`src/rtl/ddfs_pkg.sv`:
```
// Shared types and constants for the ddfs tuning-word scheduler.
// Holds the mode and state encodings and config register addresses.
package ddfs_pkg;

  localparam int FW = 23;

  typedef enum logic [1:0] {
    MODE_FIXED      = 2'd0,
    MODE_SWEEP_ONCE = 2'd1,
    MODE_SWEEP_LOOP = 2'd2,
    MODE_HOP        = 2'd3
  } mode_e;

  typedef enum logic [1:0] {
    ST_IDLE = 2'd0,
    ST_RUN  = 2'd1,
    ST_DONE = 2'd2
  } state_e;

  localparam logic [2:0] ADDR_START_F      = 3'd0;
  localparam logic [2:0] ADDR_STOP_F       = 3'd1;
  localparam logic [2:0] ADDR_STEP_F       = 3'd2;
  localparam logic [2:0] ADDR_DWELL        = 3'd3;
  localparam logic [2:0] ADDR_MODE         = 3'd4;
  localparam logic [2:0] ADDR_HOP_LEN      = 3'd5;
  localparam logic [2:0] ADDR_HOP_DATA     = 3'd6;
  localparam logic [2:0] ADDR_HOP_WPTR_CLR = 3'd7;

endpackage

```
`src/rtl/ddfs_hop_table.sv`:
```
// Hop-frequency register file: auto-incrementing write pointer,
// pointer clear, and combinational read by index.
module ddfs_hop_table #(
  parameter int FW    = 23,
  parameter int DEPTH = 8
) (
  input  logic                     clk,
  input  logic                     rst_n,
  input  logic                     we_i,
  input  logic                     clr_i,
  input  logic [FW-1:0]            wdata_i,
  input  logic [$clog2(DEPTH)-1:0] rd_idx_i,
  output logic [FW-1:0]            rd_data_o
);

  localparam int IW = $clog2(DEPTH);

  logic [FW-1:0] mem_q [DEPTH];
  logic [IW-1:0] wptr_q;

  // DEPTH is a power of two, so the pointer wraps naturally
  always_ff @(posedge clk) begin
    if (!rst_n) begin
      wptr_q <= '0;
      for (int i = 0; i < DEPTH; i++) mem_q[i] <= '0;
    end else if (clr_i) begin
      wptr_q <= '0;
    end else if (we_i) begin
      mem_q[wptr_q] <= wdata_i;
      wptr_q        <= wptr_q + 1'b1;
    end
  end

  assign rd_data_o = mem_q[rd_idx_i];

endmodule

```
`src/rtl/ddfs_sweep_ctrl.sv`:
```
// Tuning-word scheduler for ddfs.fcontrol: fixed tone, single or
// looping linear sweep, or table hopping, each point held DWELL cycles.
module ddfs_sweep_ctrl #(
  parameter int FW        = ddfs_pkg::FW,
  parameter int DWELL_W   = 16,
  parameter int HOP_DEPTH = 8
) (
  input  logic          clk,
  input  logic          rst_n,
  input  logic          cfg_we,
  input  logic [2:0]    cfg_addr,
  input  logic [FW-1:0] cfg_wdata,
  input  logic          start,
  input  logic          abort,
  output logic [FW-1:0] fcontrol,
  output logic          fcontrol_upd,
  output logic          busy,
  output logic          done,
  output logic          cfg_drop
);

  import ddfs_pkg::*;

  localparam int IW = $clog2(HOP_DEPTH);
  localparam int LW = IW + 1;

  state_e             state_q, state_d;
  logic [FW-1:0]      fc_q, fc_d;
  logic               upd_q, upd_d;
  logic [DWELL_W-1:0] cnt_q, cnt_d;
  logic [IW-1:0]      idx_q, idx_d;
  logic               drop_q;

  logic [FW-1:0]      start_f_q, stop_f_q, step_f_q;
  logic [DWELL_W-1:0] dwell_q;
  mode_e              mode_q;
  logic [LW-1:0]      hop_len_q;

  logic               cfg_acc;
  logic [DWELL_W-1:0] cnt_load;
  logic [LW-1:0]      hop_len_eff;
  logic [LW-1:0]      idx_inc;
  logic [IW-1:0]      idx_nxt;
  logic [IW-1:0]      rd_idx;
  logic [FW-1:0]      hop_rd;
  logic [FW:0]        sum;
  logic               step_ok;

  assign cfg_acc = cfg_we && (state_q == ST_IDLE);

  always_ff @(posedge clk) begin
    if (!rst_n) begin
      start_f_q <= '0;
      stop_f_q  <= '0;
      step_f_q  <= '0;
      dwell_q   <= '0;
      mode_q    <= MODE_FIXED;
      hop_len_q <= '0;
      drop_q    <= 1'b0;
    end else begin
      drop_q <= cfg_we && (state_q != ST_IDLE);
      if (cfg_acc) begin
        case (cfg_addr)
          ADDR_START_F: start_f_q <= cfg_wdata;
          ADDR_STOP_F:  stop_f_q  <= cfg_wdata;
          ADDR_STEP_F:  step_f_q  <= cfg_wdata;
          ADDR_DWELL:   dwell_q   <= cfg_wdata[DWELL_W-1:0];
          ADDR_MODE:    mode_q    <= mode_e'(cfg_wdata[1:0]);
          ADDR_HOP_LEN: hop_len_q <= cfg_wdata[LW-1:0];
          default: ;
        endcase
      end
    end
  end

  ddfs_hop_table #(
    .FW    (FW),
    .DEPTH (HOP_DEPTH)
  ) u_hop (
    .clk       (clk),
    .rst_n     (rst_n),
    .we_i      (cfg_acc && (cfg_addr == ADDR_HOP_DATA)),
    .clr_i     (cfg_acc && (cfg_addr == ADDR_HOP_WPTR_CLR)),
    .wdata_i   (cfg_wdata),
    .rd_idx_i  (rd_idx),
    .rd_data_o (hop_rd)
  );

  // zero lengths behave as one; oversize hop lengths clamp to the table
  assign cnt_load = (dwell_q == '0) ? '0 : dwell_q - 1'b1;
  assign hop_len_eff =
    (hop_len_q == '0) ? LW'(1) :
    (hop_len_q > LW'(HOP_DEPTH)) ? LW'(HOP_DEPTH) : hop_len_q;
  assign idx_inc = {1'b0, idx_q} + 1'b1;
  assign idx_nxt = (idx_inc >= hop_len_eff) ? '0 : idx_inc[IW-1:0];
  assign rd_idx  = (state_q == ST_IDLE) ? '0 : idx_nxt;

  // one extra bit so a sweep past the top of the range never wraps
  assign sum     = {1'b0, fc_q} + {1'b0, step_f_q};
  assign step_ok = (step_f_q != '0) && (sum <= {1'b0, stop_f_q});

  always_comb begin
    state_d = state_q;
    fc_d    = fc_q;
    upd_d   = 1'b0;
    cnt_d   = cnt_q;
    idx_d   = idx_q;
    unique case (state_q)
      ST_IDLE: begin
        if (start && !abort) begin
          state_d = ST_RUN;
          upd_d   = 1'b1;
          cnt_d   = cnt_load;
          idx_d   = '0;
          fc_d    = (mode_q == MODE_HOP) ? hop_rd : start_f_q;
        end
      end
      ST_RUN: begin
        if (abort) begin
          state_d = ST_IDLE;
        end else if (cnt_q == '0) begin
          cnt_d = cnt_load;
          unique case (mode_q)
            MODE_FIXED: ;
            MODE_SWEEP_ONCE: begin
              if (step_ok) begin
                fc_d  = sum[FW-1:0];
                upd_d = 1'b1;
              end else begin
                state_d = ST_DONE;
              end
            end
            MODE_SWEEP_LOOP: begin
              fc_d  = step_ok ? sum[FW-1:0] : start_f_q;
              upd_d = 1'b1;
            end
            MODE_HOP: begin
              idx_d = idx_nxt;
              fc_d  = hop_rd;
              upd_d = 1'b1;
            end
          endcase
        end else begin
          cnt_d = cnt_q - 1'b1;
        end
      end
      ST_DONE: state_d = ST_IDLE;
      default: state_d = ST_IDLE;
    endcase
  end

  always_ff @(posedge clk) begin
    if (!rst_n) begin
      state_q <= ST_IDLE;
      fc_q    <= '0;
      upd_q   <= 1'b0;
      cnt_q   <= '0;
      idx_q   <= '0;
    end else begin
      state_q <= state_d;
      fc_q    <= fc_d;
      upd_q   <= upd_d;
      cnt_q   <= cnt_d;
      idx_q   <= idx_d;
    end
  end

  assign fcontrol     = fc_q;
  assign fcontrol_upd = upd_q;
  assign busy         = (state_q == ST_RUN);
  assign done         = (state_q == ST_DONE);
  assign cfg_drop     = drop_q;

endmodule

```
`config.mk`:
```
export PLATFORM = sky130hd
export DESIGN_NAME = ddfs_sweep_ctrl
export DESIGN_NICKNAME = d
export VERILOG_FILES = /design/src/rtl/ddfs_pkg.sv /design/src/rtl/ddfs_hop_table.sv /design/src/rtl/ddfs_sweep_ctrl.sv
export SDC_FILE = /design/constraint.sdc
export NUM_CORES = 1
export LEC_CHECK = 0
export BUFFER_PORTS_ARGS = -buffer_cell sky130_fd_sc_hd__clkbuf_2
export CAP_MARGIN = 20
export CELL_PAD_IN_SITES_DETAIL_PLACEMENT = 0
export CELL_PAD_IN_SITES_GLOBAL_PLACEMENT = 1
export CORE_UTILIZATION = 40
export CTS_BUF_LIST = sky130_fd_sc_hd__clkbuf_8
export CTS_CLUSTER_SIZE = 24
export DETAILED_ROUTE_END_ITERATION = 8
export GPL_ROUTABILITY_DRIVEN = 1
export PLACE_DENSITY_LB_ADDON = 0.05
export SLEW_MARGIN = 20
export SYNTH_ARGS = -nofsm -noshare
export SYNTH_HDL_FRONTEND = slang
export SYNTH_SLANG_ARGS = --single-unit
```
`constraint.sdc`:
```
create_clock -name clk -period 4.55 [get_ports clk]
set_input_delay 0.6825 -clock clk [delete_from_list [all_inputs] [get_ports clk]]
set_output_delay 0.6825 -clock clk [all_outputs]
set_load 0.02 [all_outputs]
```
# --- After elaboration in Yosys (flattened, before gate mapping) ---
# Memory sizes are Yosys's and may differ from the RTL's.
# Cells that the tools add are included.
totals:
  regBits: 140
  latchBits: 0
  ram_bits: 184
  mem_bits_ro: 0
  output_inout_bits: 27
  word_cells: 114
  mem_count: 1
op_classes:
  addsub: 5
  n_mul: 0
  n_div: 0
  n_lt_le_gt_ge: 3
  eq_ne: 21
  n_shift: 0
  mux: 42
  bitwise: 1
  n_reduce_logical: 28
memory_table:
  columns: ["memory", "words", "width", "read_ports", "rd_clocked_by_memory_dff", "wr", "line", "rtl"]
  rows:
  - ["u_hop.mem_q", 8, 23, 1, 0, 8, "ddfs_hop_table.sv:18", "logic [FW-1:0] mem_q [DEPTH];"]
ops:
  columns: ["operator", "count"]
  rows:
  - ["two-way mux 23 bit", 7]
  - ["case mux 23 bit (3 select lines)", 1]
  - ["two-way mux 16 bit", 4]
  - ["case mux 23 bit (2 select lines)", 1]
  - ["zero test 16 bit", 2]
  - ["case mux 16 bit (2 select lines)", 1]
  - ["subtractor 16 x 1 -> 16 bit, second input constant", 2]
  - ["adder 23 x 23 -> 24 bit", 1]
  - ["less-or-equal comparator 24 x 23 -> 1 bit", 1]
  - ["nonzero test 23 bit", 1]
  - ["OR reduction 23 bit", 1]
  - ["two-way mux 3 bit", 7]
  - ["equality test 3 bit, second input constant", 4]
  - ["AND reduction 2 bit", 6]
  - ["two-way mux 1 bit", 10]
  - ["two-way mux 2 bit", 5]
  - ["two-way mux 4 bit", 2]
  - ["equality test 2 bit, second input constant", 3]
  - ["equality test 3 x 2 -> 1 bit, second input constant", 2]
  - ["logical AND 1 bit", 6]
  - ["inequality test 2 x 1 -> 1 bit, second input constant", 3]
  - ["inequality test 3 x 2 -> 1 bit, second input constant", 2]
  - ["inequality test 3 bit, second input constant", 2]
  - ["case mux 3 bit (2 select lines)", 1]
  - ["other kinds (21)", 25]

# --- Longest topological paths before layout ---
# Gate-level depths: netlist of the first run.
# An unclocked memory read counts as a cell.
depth:
  word_depth: 11
  mapped_depth: 20
  mapped_depth_nobuf: 18

# --- Hierarchy ---
# Synthesis of the first run repeated with hierarchy kept, for this count alone.
hier_totals:
  hier_cells: 1539
  hier_area_um2: 16495.8
modules_own_cells:
  columns: ["module", "instances", "cells_per_inst", "area_each_um2", "seq_area_each_um2"]
  rows:
  - ["ddfs_hop_table", 1, 541, 8565.7, 5585.4]
  - ["ddfs_sweep_ctrl", 1, 998, 7930.1, 2742.6]

# --- Worst setup path after synthesis of the first run ---
# OpenSTA, ideal clock, no wires.
synth_path:
  path_type: "register to register"
  startpoint: "register fc_q[0], in the netlist fcontrol[0]"
  endpoint: "register fc_q[22], in the netlist fcontrol[22]"
  setup_time_ns: 0.119
  t_arrival_ns: 4.847
  path_slack_ns: -0.416
  stages_incl_launch_ff: 20
  n_path_buf: 1
  cell_sequence: "dfxtp_1 ha_1 fa_1 a21o_1 a221o_1 o31ai_1 a21oi_1 o211a_1 nor3_1 nor3_1 ha_1 nand2_1 o21ai_1 a2111o_1 a2111oi_0 o21ai_2 o31a_1 buf_2 a2111o_1 o221a_1"
synth_between:
  elab_chain_cells: 8
  word_cells_on_any_way: 11
  classes_between: "1 x add/sub; 1 x order compare; 1 x eq/ne; 6 x mux; 2 x reduce/logical"
synth_rtl:
  columns: ["element", "line", "rtl"]
  rows:
  - ["start: declaration", "ddfs_sweep_ctrl.sv:28", "logic [FW-1:0] fc_q, fc_d;"]
  - ["start signal: assignment", "ddfs_sweep_ctrl.sv:155", "fc_q <= '0;"]
  - ["start signal: assignment", "ddfs_sweep_ctrl.sv:161", "fc_q <= fc_d;"]
  - ["adder 23 x 23 -> 24 bit *", "ddfs_sweep_ctrl.sv:99", "assign sum = {1'b0, fc_q} + {1'b0, step_f_q};"]
  - ["less-or-equal comparator 24 x 23 -> 1 bit", "ddfs_sweep_ctrl.sv:100", "assign step_ok = (step_f_q != '0) && (sum <= {1'b0, stop_f_q});"]
  - ["logical AND 1 bit", "ddfs_sweep_ctrl.sv:100", null]
  - ["two-way mux 23 bit", "ddfs_sweep_ctrl.sv:134", "fc_d = step_ok ? sum[FW-1:0] : start_f_q;"]
  - ["case mux 23 bit (3 select lines)", "ddfs_sweep_ctrl.sv:123", "unique case (mode_q)"]
  - ["two-way mux 23 bit", "ddfs_sweep_ctrl.sv:121", "end else if (cnt_q == '0) begin"]
  - ["two-way mux 23 bit", "ddfs_sweep_ctrl.sv:119", "if (abort) begin"]
  - ["case mux 23 bit (2 select lines)", "ddfs_sweep_ctrl.sv:108", "unique case (state_q)"]
# Mark *: on every way between the ends. The rest lies on a longest branch, timed or not. The select of a mux whose other input is x is not followed.
# A chain may end at the register's enable or synchronous reset.

# --- Final worst setup path of the first run ---
# Ends and elaborated chain as after synthesis.

==> results of run 1 <==
[registers in the layout, summed over array words and instances (netlist names), 4 cells and up]
signal       flops
u_hop.mem_q    184
fcontrol        23
start_f_q       23
step_f_q        23
stop_f_q        23
cnt_q           16
dwell_q         16
hop_len_q        4
[timing repair]
| action | 4_1_cts | 5_1_grt |
|---|---|---|
| pin swaps | 5 | 19 |
| hold buffers | 0 | 0 |
| setup buffers | 4 | 6 |
| setup endpoints to repair | 24 | 26 |
| resized for setup | 18 | 41 |
[through the flow]
step | setup WS [ps] | setup TNS (ps) | hold WS, ps
3_3_place_gp | -109.6 | -300.3 | 445.3
3_5_place_dp | -211.5 | -2218 | 446.8
6_report | -136.7 | -705.4 | 389.3
2_1_floorplan | 18.92 | 0 | 436.3
4_1_cts | -75.80 | -140.9 | 354.8
5_1_grt | -340.1 | -5351 | 387.0
[cells by family (layout without fill, tap and decap cells)]
| logic type | Yosys count | in the layout | synth area share (%) |
|---|---|---|---|
| DFF | 324 | 324 | 50.39 |
| muxes | 44 | 44 | 3.709 |
| and+or+nand+nor | 667 | 667 | 19.92 |
| AOI/OAI and AO/OA | 415 | 415 | 16.18 |
| buffers and inverters | 155 | 322 | 3.588 |
| xor gates and xnor gates | 32 | 32 | 1.696 |
| other | 0 | 1 | 0 |
| adders and majority gates | 59 | 59 | 4.512 |
[cell type report]
cell class	count	share of cell area (%)
Multi-Input combinational cell	1217	41.08
Clock inverter	39	0.9128
Timing Repair Buffer	173	6.357
Clock buffer	64	4.525
Inverter	46	0.8935
Antenna cell	1	0.01286
Sequential cell	324	42.80
Tap cell	532	3.420
[report_power, final]
part	leakage [uW]	internal, uW	switching, uW	total, uW
logic	0.00377	411	689	1100
clock network	0.000637	1280	1260	2540
registers	0.00304	3200	69.9	3270
[synth_stat cells (all sizes together), types with 23 or more instances]
cell type    n  area (um2)
mux2i       23       230.2
ha          58       725.7
and2       187        1170
o21ai       63       322.8
nor3        36       185.2
clkbuf      98       367.9
nor2        66       247.7
inv         45       168.9
nand2      281        1055
edfxtp     184        5525
dfxtp      140        2803
a21oi      175       894.6
[worst paths after layout]
check                            startpoint                   endpoint  slack [ps]
setup reg to reg   fcontrol[0]$_SDFFE_PN0P_  fcontrol[22]$_SDFFE_PN0P_        -140
setup / recovery   fcontrol[0]$_SDFFE_PN0P_  fcontrol[22]$_SDFFE_PN0P_        -140
hold / removal                       cfg_we        cfg_drop$_SDFF_PN0_         390
hold reg to reg   stop_f_q[14]$_SDFFE_PN0P_  stop_f_q[14]$_SDFFE_PN0P_         450
[worst reg2reg max path: stages, from the launching register on]
cell	delay, ps
dfxtp_2	340
ha_4	170
fa_2	340
a21o_1	200
a221o_1	370
o31ai_4	310
buf_4	170
and2_4	150
xnor2_1	100
ha_1	300
nand4_1	170
nor4_4	400
a31oi_2	160
a2111oi_4	290
o21ai_2	160
o31a_1	280
a2111o_1	420
o221a_1	220
[layer usage]
layer | vias to the layer above | wire [um]
li1 | 6344 | -
met1 | 6475 | 25690
met2 | 372 | 25990
met3 | 105 | 3326
met4 | 0 | 1793
met5 | - | 0
==> key figures, run 1 <==
Worst setup path
  • CP top delay family: compound AO/OA/AOI/OAI gates
  • Buffers & Inverters on Critical Path: 1
  • Critical path depth: 17
  • Crit-path max cell delay: 420 ps
  • CP Capture Type: flop
  • Setup crit start kind: flop
  • Critical path cell sequence: ha_4, fa_2, a21o_1, a221o_1, o31ai_4, buf_4, and2_4, xnor2_1, ha_1, nand4_1, nor4_4, a31oi_2, a2111oi_4, o21ai_2, o31a_1, a2111o_1, o221a_1
  • WS Path Type: reg2reg
  • Critical path arrival: 5220 ps
  • Slowest cell on the critical path: a2111o_1
  • Required @ worst endpoint: 5080 ps
  • Worst R2R Path Depth: 17
  • Crit-path max FO: 3

Global routing
  • Gr busiest metal: met2
  • Total grt overflow: 0
  • Antenna violations before repair: 4
  • First-pass GRT wire length: 83560 um
  • Vias in the first global route: 13010
  • Tot GR Track Use: 27.27%
  • Largest net degree at the start of global routing: 72
  • GRT met1 Usage: 37.38%
  • Met2 Use GR: 43.27%
  • Met3 usage in global routing: 4.403%

STA
  • Final period util: 103.0%
  • Skew final: 42.48 ps
  • RSZ-0062 raised after global routing: true
  • Endpoints failing setup: 14
  • Measured slew at the worst slew-check pin: 1084 ps
  • Final Max Slew Viols: 0
  • Fin crit period: 4687 ps
  • Final Hold Fails: 0
  • Slew HR: 27.58%
  • Fmax: 213.4 MHz
  • Final WS setup: -136.7 ps

Placement
  • Placement Cell Area: 18050 um2
  • Placed insts: 2282
  • HPWL Detailed: 39840 um
  • Final estimated routing congestion in global placement: 0.8819
  • Port bufs: 57

CTS
  • Clock-pin slew on the worst setup and hold paths: 60 ps
  • CTS buffer count: 57
  • Sink Count: 324
  • CTS tree: yes
  • Clock Tree Root: clkbuf_8
  • Max Root-Sink Buffers: 3
  • Skew-Pair Late Insertion Delay: 680 ps
  • H-tree depth: 2

Drt
  • Vias: 13300
  • Iter 0 DRT Violations: 1191
  • Final ANT Viol Nets: 0
  • DRC viols: 0
  • Post-Route WL: 56800 um
  • DRT Pass-1 Iters: 6
  • Vias per cell: 5.549
  • Post-DR wirelength/cell: 23.71 um

Layout
  • Most frequent cells in the layout: nand2_1, and2_1, edfxtp_1
  • Final-stage net count: 1909
  • Cell area after layout: 19460 um2
  • Layout Cells excl Fill: 2396
  • Commonest non-fill, non-tap cell in the layout: nand2_1
  • Area Growth Syn to Fin: 17.77%
  • Filler Cell Count: 3854
  • Reg area: 8330 um2
  • Layout cell share with drive strength beyond 1: 18.25%
  • Multi-input gate area: 7996 um2
  • Post-layout util: 47.67%

Outcome
  • Failing checks: negative setup slack
  • Status: finished with violations

Floorplanning
  • Io pins: 58
  • Row count: 74
  • Core area: 40830 um2
  • Die height: 205.3 um
  • Die ar.: 42140 um2
  • Horiz. Die Dim: 205.3 um
  • Initial core utilization: 40.48%

Yosys
  • Yosys cell types: 82
  • Warnings from Yosys: 0
  • Synthesized flop and latch total: 324
  • Syn avg cell area: 9.745 um2
  • Async set or reset register ratio after synthesis: 0%
  • Post-Syn Instances: 1696
  • Mapped cell area: 16530 um2
  • Net Count, Synth: 1786
  • Register area share after synthesis: 50.39%
  • EDFF count, synth: 184
  • Top FF cell, synth: edfxtp_1

Pwr
  • Leakage power: 0.007449 uW
  • P per Cell Area: 355.1 nW/um2
  • IR drop worst, VDD: 0.1868 mV
  • Total power draw: 6912 uW

Min path
  • Min-Delay Path Class: in2reg
  • Hold depth: 2

Job
  • Max-cap check violation count: 0
(Power assumes the default switching activity.)
==> run 2, diff against run 1 <==
Settings changed: CORE_ASPECT_RATIO from default to 2, CTS_CLUSTER_DIAMETER from default to 80, MAX_ROUTING_LAYER from default to met4.
==> key figures, run 2 (same netlist as run 1, synthesis figures left out) <==
Worst setup path
  • Critical path cell sequence: ha_4, fa_2, a21o_1, a221o_1, o31ai_4, buf_4, a211oi_4, o41a_1, mux2i_1, nand2_1, ha_4, and3_4, a31oi_4, a2111oi_4, o21ai_2, o31a_1, a2111o_1, o221a_1
  • Slowest cell on the critical path: a2111o_1
  • Setup crit start: fcontrol[0]$_SDFFE_PN0P_
  • CP Capture Type: flop
  • Critical R2R Capture: fcontrol[22]$_SDFFE_PN0P_
  • Buffers & Inverters on Critical Path: 1 (unchanged)
  • CP top delay family: compound AO/OA/AOI/OAI gates
  • Setup crit start kind: flop
  • R2r startpoint: fcontrol[0]$_SDFFE_PN0P_
  • Crit-path max FO: 3 (unchanged)
  • WS Path Type: reg2reg
  • Crit-path max cell delay: 420 ps (about the same)
  • CP dominant cell by count: ha_4
  • R2r setup slk: -70 ps (+60 ps)
  • Required @ worst endpoint: 5090 ps (about the same)
  • Worst R2R Path Depth: 18 (+1)
  • Critical path arrival: 5160 ps (-60 ps)

STA
  • Final TNS setup: -153.8 ps (+551.6 ps)
  • Final period util: 101.6% (-1.4 points)
  • Measured slew at the worst slew-check pin: 1127 ps (+43.37 ps)
  • Fmax: 216.3 MHz (+1.4%)
  • RSZ-0062 raised after global routing: true
  • Skew final: 54.89 ps (+12.41 ps)
  • Slew HR: 24.68% (-2.9 points)
  • Endpoints failing setup: 3 (-11)
  • Final Hold Fails: 0 (unchanged)
  • Fin crit period: 4623 ps (-63.28 ps)
  • Final Max Slew Viols: 0 (unchanged)
  • Final WS setup: -73.47 ps (+63.28 ps)

Floorplanning
  • Core area: 40860 um2 (about the same)
  • Initial core utilization: 40.45% (about the same)
  • Row count: 105 (+42%)
  • Io pins: 58 (unchanged)
  • Die ar.: 42190 um2 (+0.12%)
  • Horiz. Die Dim: 145.7 um (-29%)
  • Die height: 289.5 um (+41%)

Drt
  • Iter 0 DRT Violations: 848 (-29%)
  • Final ANT Viol Nets: 0 (unchanged)
  • Vias per cell: 5.655 (+1.9%)
  • DRT Pass-1 Iters: 7 (+1)
  • Post-Route WL: 60340 um (+6.2%)
  • Post-DR wirelength/cell: 25.65 um (+8.2%)
  • Vias: 13300 (+0.038%)
  • DRC viols: 0 (unchanged)

Global routing
  • Tot GR Track Use: 29.46% (+2.2 points)
  • Antenna violations before repair: 1 (-3)
  • First-pass GRT wire length: 87390 um (+4.6%)
  • Total grt overflow: 0 (unchanged)
  • Vias in the first global route: 13260 (+1.9%)
  • Largest net degree at the start of global routing: 44 (-39%)

Pwr
  • Leakage power: 0.007123 uW (-4.4%)
  • Total power draw: 5773 uW (-16%)
  • IR drop worst, VDD: 0.2230 mV (+19%)
  • P per Cell Area: 304.9 nW/um2 (-14%)

Layout
  • Post-layout util: 46.35% (-1.3 points)
  • Area Growth Syn to Fin: 14.56%
  • Max FFs per register: 184 (unchanged)
  • Most frequent cells in the layout: nand2_1, and2_1, edfxtp_1
  • Multi-input gate area: 7985 um2 (-0.14%)
  • Layout Cells excl Fill: 2352 (-1.8%)
  • Commonest non-fill, non-tap cell in the layout: nand2_1
  • Filler Cell Count: 3954 (+2.6%)
  • Final-stage net count: 1896 (-0.68%)
  • Register with the most flip-flops: u_hop.mem_q
  • Reg area: 8330 um2 (unchanged)
  • Layout cell share with drive strength beyond 1: 17.57% (-0.68 points)

Placement
  • Placed insts: 2310 (+1.2%)
  • HPWL Detailed: 45320 um (+14%)
  • Pre-CTS WS: -195.4 ps (+16.08 ps)
  • Port bufs: 57 (unchanged)
  • Final estimated routing congestion in global placement: 0.9468 (+7.4%)

Min path
  • WHS Endpoint: cfg_drop$_SDFF_PN0_
  • Hold path start: cfg_we
  • Min-Delay Path Class: in2reg
  • Hold depth: 2 (unchanged)

Outcome
  • Failing checks: negative setup slack
  • Status: finished with violations

CTS
  • CTS tree: yes
  • H-tree depth: 1 (-1)
  • Clock-pin slew on the worst setup and hold paths: 180 ps (+120 ps)
  • Skew-Pair Late Insertion Delay: 620 ps (-60 ps)
  • CTS buffer count: 17 (-70%)
  • Max Root-Sink Buffers: 3 (unchanged)
  • Sink Count: 324 (unchanged)
  • Clock Tree Root: clkbuf_8

Job
  • Max-cap check violation count: 0 (unchanged)
## run 2: cell count changes in the layout (fill, tap and decap cells not counted), moves of 3 or more
cell	delta
a21oi_2	+3
a221oi_1	+4
a221oi_2	-4
buf_4	+24
clkbuf_16	+3
clkbuf_8	-47
clkinv_1	-7
inv_1	-17
o21ai_0	-5
o21ai_2	+5
o221ai_1	-3
o221ai_2	+3
## run 2: metrics by stage
step                      area (um2)  hold WS, ps
after floorplan                16590        436.3
after global placement         18240        442.7
after detailed placement       18240        447.5
after CTS                      18640        353.8
after global routing           18940        387.2
final                          18940        405.7
## run 2: layer usage
layer	global-route usage (%)	routed length (um)	share of wire [%]	vias up
met5	-	0	0	-
met4	15.71	3625	6.0	0
met3	1.890	1753	2.9	135
met2	56.73	33720	56	336
met1	29.39	21240	35	6545
li1	-	-	-	6285
## run 2: worst max path at each step
stage / to / slack (ps) / depth (start not counted)
after detailed placement: fcontrol[22]$_SDFFE_PN0P_ / -200 / 18
after floorplan: fcontrol[22]$_SDFFE_PN0P_ / 20 / 19
final: fcontrol[22]$_SDFFE_PN0P_ / -70 / 18
after global placement: fcontrol[17]$_SDFFE_PN0P_ / -160 / 19
after CTS: fcontrol[22]$_SDFFE_PN0P_ / -70 / 18
after global routing: fcontrol[22]$_SDFFE_PN0P_ / -320 / 18
## run 2: repair_timing
item / in CTS / in global routing
buffers inserted: 5 / 5
gates cloned: 0 / 3
endpoints found under the hold margin: 0 / 0
pin swaps: 10 / 12
hold buffers: 0 / 0
endpoints found under the setup margin: 24 / 26
gates resized for setup: 16 / 44
## run 2: worst register-to-register path, stage by stage (launching register included)
cell and delay (ps):
dfxtp_2 370, ha_4 160, fa_2 340, a21o_1 200, a221o_1 370, o31ai_4 310
buf_4 190, a211oi_4 60, o41a_1 340, mux2i_1 200, nand2_1 120, ha_4 290
and3_4 200, a31oi_4 80, a2111oi_4 240, o21ai_2 150, o31a_1 290, a2111o_1 420
o221a_1 220
## run 2: report_power, final
group	leakage, uW	switching (uW)	internal [uW]	total [uW]
registers	0.00304	72.2	3190	3270
logic	0.00390	730	455	1180
clock network	0.000184	960	363	1320
total	0.00712	1760	4010	5770
## run 2: area by class of cell
class / count / area share, %
clock inverter: 12 / 0.2709
tap: 535 / 3.535
antenna: 1 / 0.01322
clock buffer: 17 / 1.236
timing repair buffer: 200 / 7.863
multi-input combinational: 1217 / 42.17
sequential: 324 / 43.99
inverter: 46 / 0.9185
==> run 3, diff against run 2 <==
Settings changed: CORE_ASPECT_RATIO 2 to 0.75.
==> key figures, run 3 (same netlist as run 1, synthesis figures left out) <==
Worst setup path
  • Crit-path max FO: 5 (+2)
  • Setup crit start kind: flop
  • Setup crit start: fcontrol[0]$_SDFFE_PN0P_
  • Critical path arrival: 5190 ps (+30 ps)
  • Worst R2R Path Depth: 20 (+2)
  • WS Path Type: reg2reg
  • R2r startpoint: fcontrol[0]$_SDFFE_PN0P_
  • R2r setup slk: -110 ps (-40 ps)
  • CP Capture Type: flop
  • Required @ worst endpoint: 5080 ps (about the same)

STA
  • Skew final: 24.81 ps (-30.08 ps)
  • Final period util: 102.4% (+0.79 points)
  • Final Max Slew Viols: 0 (unchanged)
  • Final WS setup: -109.3 ps (-35.87 ps)
  • Measured slew at the worst slew-check pin: 1121 ps (-5.893 ps)
  • Endpoints failing setup: 22 (+19)
  • Fin crit period: 4659 ps (+35.87 ps)
  • Fmax: 214.6 MHz (-0.77%)
  • Hold_ws: 428.9 ps (+23.18 ps)
  • Final TNS setup: -1170 ps (-1016 ps)
  • RSZ-0062 raised after global routing: true
  • Final Hold Fails: 0 (unchanged)
  • Slew HR: 25.07% (+0.39 points)

Drt
  • Iter 0 DRT Violations: 1241 (+46%)
  • Post-Route WL: 58870 um (-2.4%)
  • Vias per cell: 5.720 (+1.2%)
  • Post-DR wirelength/cell: 24.99 um (-2.6%)
  • DRC viols: 0 (unchanged)
  • Final ANT Viol Nets: 0 (unchanged)
  • DRT Pass-1 Iters: 5 (-2)
  • Vias: 13480 (+1.3%)

Placement
  • Final estimated routing congestion in global placement: 0.9584 (+1.2%)
  • HPWL Detailed: 41860 um (-7.6%)
  • Pre-CTS WS: -162.0 ps (+33.40 ps)
  • Port bufs: 57 (unchanged)

Outcome
  • Failing checks: negative setup slack
  • Status: finished with violations

Layout
  • Commonest non-fill, non-tap cell in the layout: nand2_1
  • Max FFs per register: 184 (unchanged)
  • Final-stage net count: 1905 (+0.47%)
  • Multi-input gate area: 8008 um2 (+0.28%)
  • Layout cell share with drive strength beyond 1: 18.28% (+0.72 points)
  • Area Growth Syn to Fin: 15.51%
  • Register with the most flip-flops: u_hop.mem_q
  • Reg area: 8332 um2 (about the same)
  • Most frequent cells in the layout: nand2_1, and2_1, edfxtp_1
  • Filler Cell Count: 3939 (-0.38%)

Floorplanning
  • Initial core utilization: 40.55% (+0.098 points)
  • Io pins: 58 (unchanged)
  • Row count: 64 (-39%)
  • Horiz. Die Dim: 236.7 um (+62%)
  • Die height: 178.0 um (-38%)
  • Die ar.: 42150 um2 (about the same)
  • Core area: 40760 um2 (-0.24%)

Min path
  • Min-Delay Path Class: in2reg
  • Hold path start: cfg_we
  • Hold depth: 2 (unchanged)

Job
  • Max-cap check violation count: 0 (unchanged)

CTS
  • Clock-pin slew on the worst setup and hold paths: 160 ps (-20 ps)
  • Sink Count: 324 (unchanged)
  • H-tree depth: 1 (unchanged)
  • CTS tree: yes
  • Clock Tree Root: clkbuf_8
  • CTS buffer count: 18 (+1)
  • Skew-Pair Late Insertion Delay: 610 ps (about the same)
  • Max Root-Sink Buffers: 3 (unchanged)

Pwr
  • Seq pwr share: 54.9% (-1.7 points)
  • Combinational power share: 20.3% (-0.2 points)
  • Clock Power Share: 24.8% (+1.9 points)
  • P per Cell Area: 311.2 nW/um2 (+2.1%)
  • P_sw: 1790 uW (+1.6%)
  • Switching Share: 30.12% (-0.39 points)
  • IR drop worst, VDD: 0.1653 mV (-26%)
  • Cell-internal power: 4152 uW (+3.5%)
  • Leakage power: 0.007203 uW (+1.1%)

Global routing
  • First-pass GRT wire length: 85460 um (-2.2%)
  • Antenna violations before repair: 3 (+2)
  • Total grt overflow: 0 (unchanged)
  • Vias in the first global route: 12480 (-5.8%)
  • Tot GR Track Use: 28.70% (-0.76 points)
  • Largest net degree at the start of global routing: 43 (-2.3%)
==> run 3: routing by layer <==
metal / part of all wire, % / global-route usage, % / routed length [um] / up-vias
li1: - / - / - / 6315
met3: 6.6 / 3.714 / 3865 / 55
met1: 49 / 42.85 / 28650 / 6655
met2: 43 / 41.70 / 25280 / 452
met5: 0 / - / 0 / -
met4: 1.8 / 5.087 / 1064 / 0
==> run 3: repair_timing <==
item	CTS	global route
gates cloned	1	1
hold buffers	0	0
gates resized for setup	18	46
buffers inserted	7	4
hold endpoints to repair	0	0
pin swaps	8	32
endpoints found under the setup margin	26	26
==> run 3: layout make-up <==
class                           count  share of cell area, %
Clock inverter                     12                 0.4784
Tap cell                          528                  3.460
Clock buffer                       20                  1.442
Inverter                           46                 0.9109
Multi-Input combinational cell   1217                  41.94
Sequential cell                   324                  43.64
Timing Repair Buffer              208                  8.113
Antenna cell                        1                0.01311
==> run 3: power groups by stage <==
| stage | registers, uW | logic (uW) | clock network (uW) |
|---|---|---|---|
| after floorplan | 3340 | 579 | 0 |
| after global placement | 3330 | 1070 | 0 |
| after detailed placement | 3330 | 1060 | 0 |
| after CTS | 3260 | 1100 | 1510 |
| after global routing | 3280 | 1290 | 1600 |
| final | 3260 | 1210 | 1470 |
==> run 3: through the flow <==
step	power (uW)	instances	area, um2	util, %
6_report	5942	2356	19090	46.84
5_1_grt	6168	2356	19090	46.84
4_1_cts	5871	2352	18810	46.14
3_5_place_dp	4392	2313	18310	44.91
3_3_place_gp	4392	2313	18310	44.91
2_1_floorplan	3917	1696	16590	-
==> run 3: critical path: stages (launching register included) <==
cell	delay, ps
dfxtp_2	370
ha_4	160
fa_2	340
a21o_1	200
a221o_1	350
o31ai_4	260
buf_6	160
a211oi_4	70
o41a_1	380
mux2i_1	230
nand2_1	130
ha_4	300
and3_4	200
a31oi_4	80
a2111oi_4	250
buf_4	170
o21a_4	190
buf_6	130
a31oi_4	110
o32a_1	390
nor3_2	90
==> run 3: path summary, 6_finish.rpt <==
path / end
setup / recovery: fcontrol_upd$_SDFF_PN0_
hold / removal: cfg_drop$_SDFF_PN0_
setup reg to reg: fcontrol_upd$_SDFF_PN0_
hold reg to reg: stop_f_q[16]$_SDFFE_PN0P_
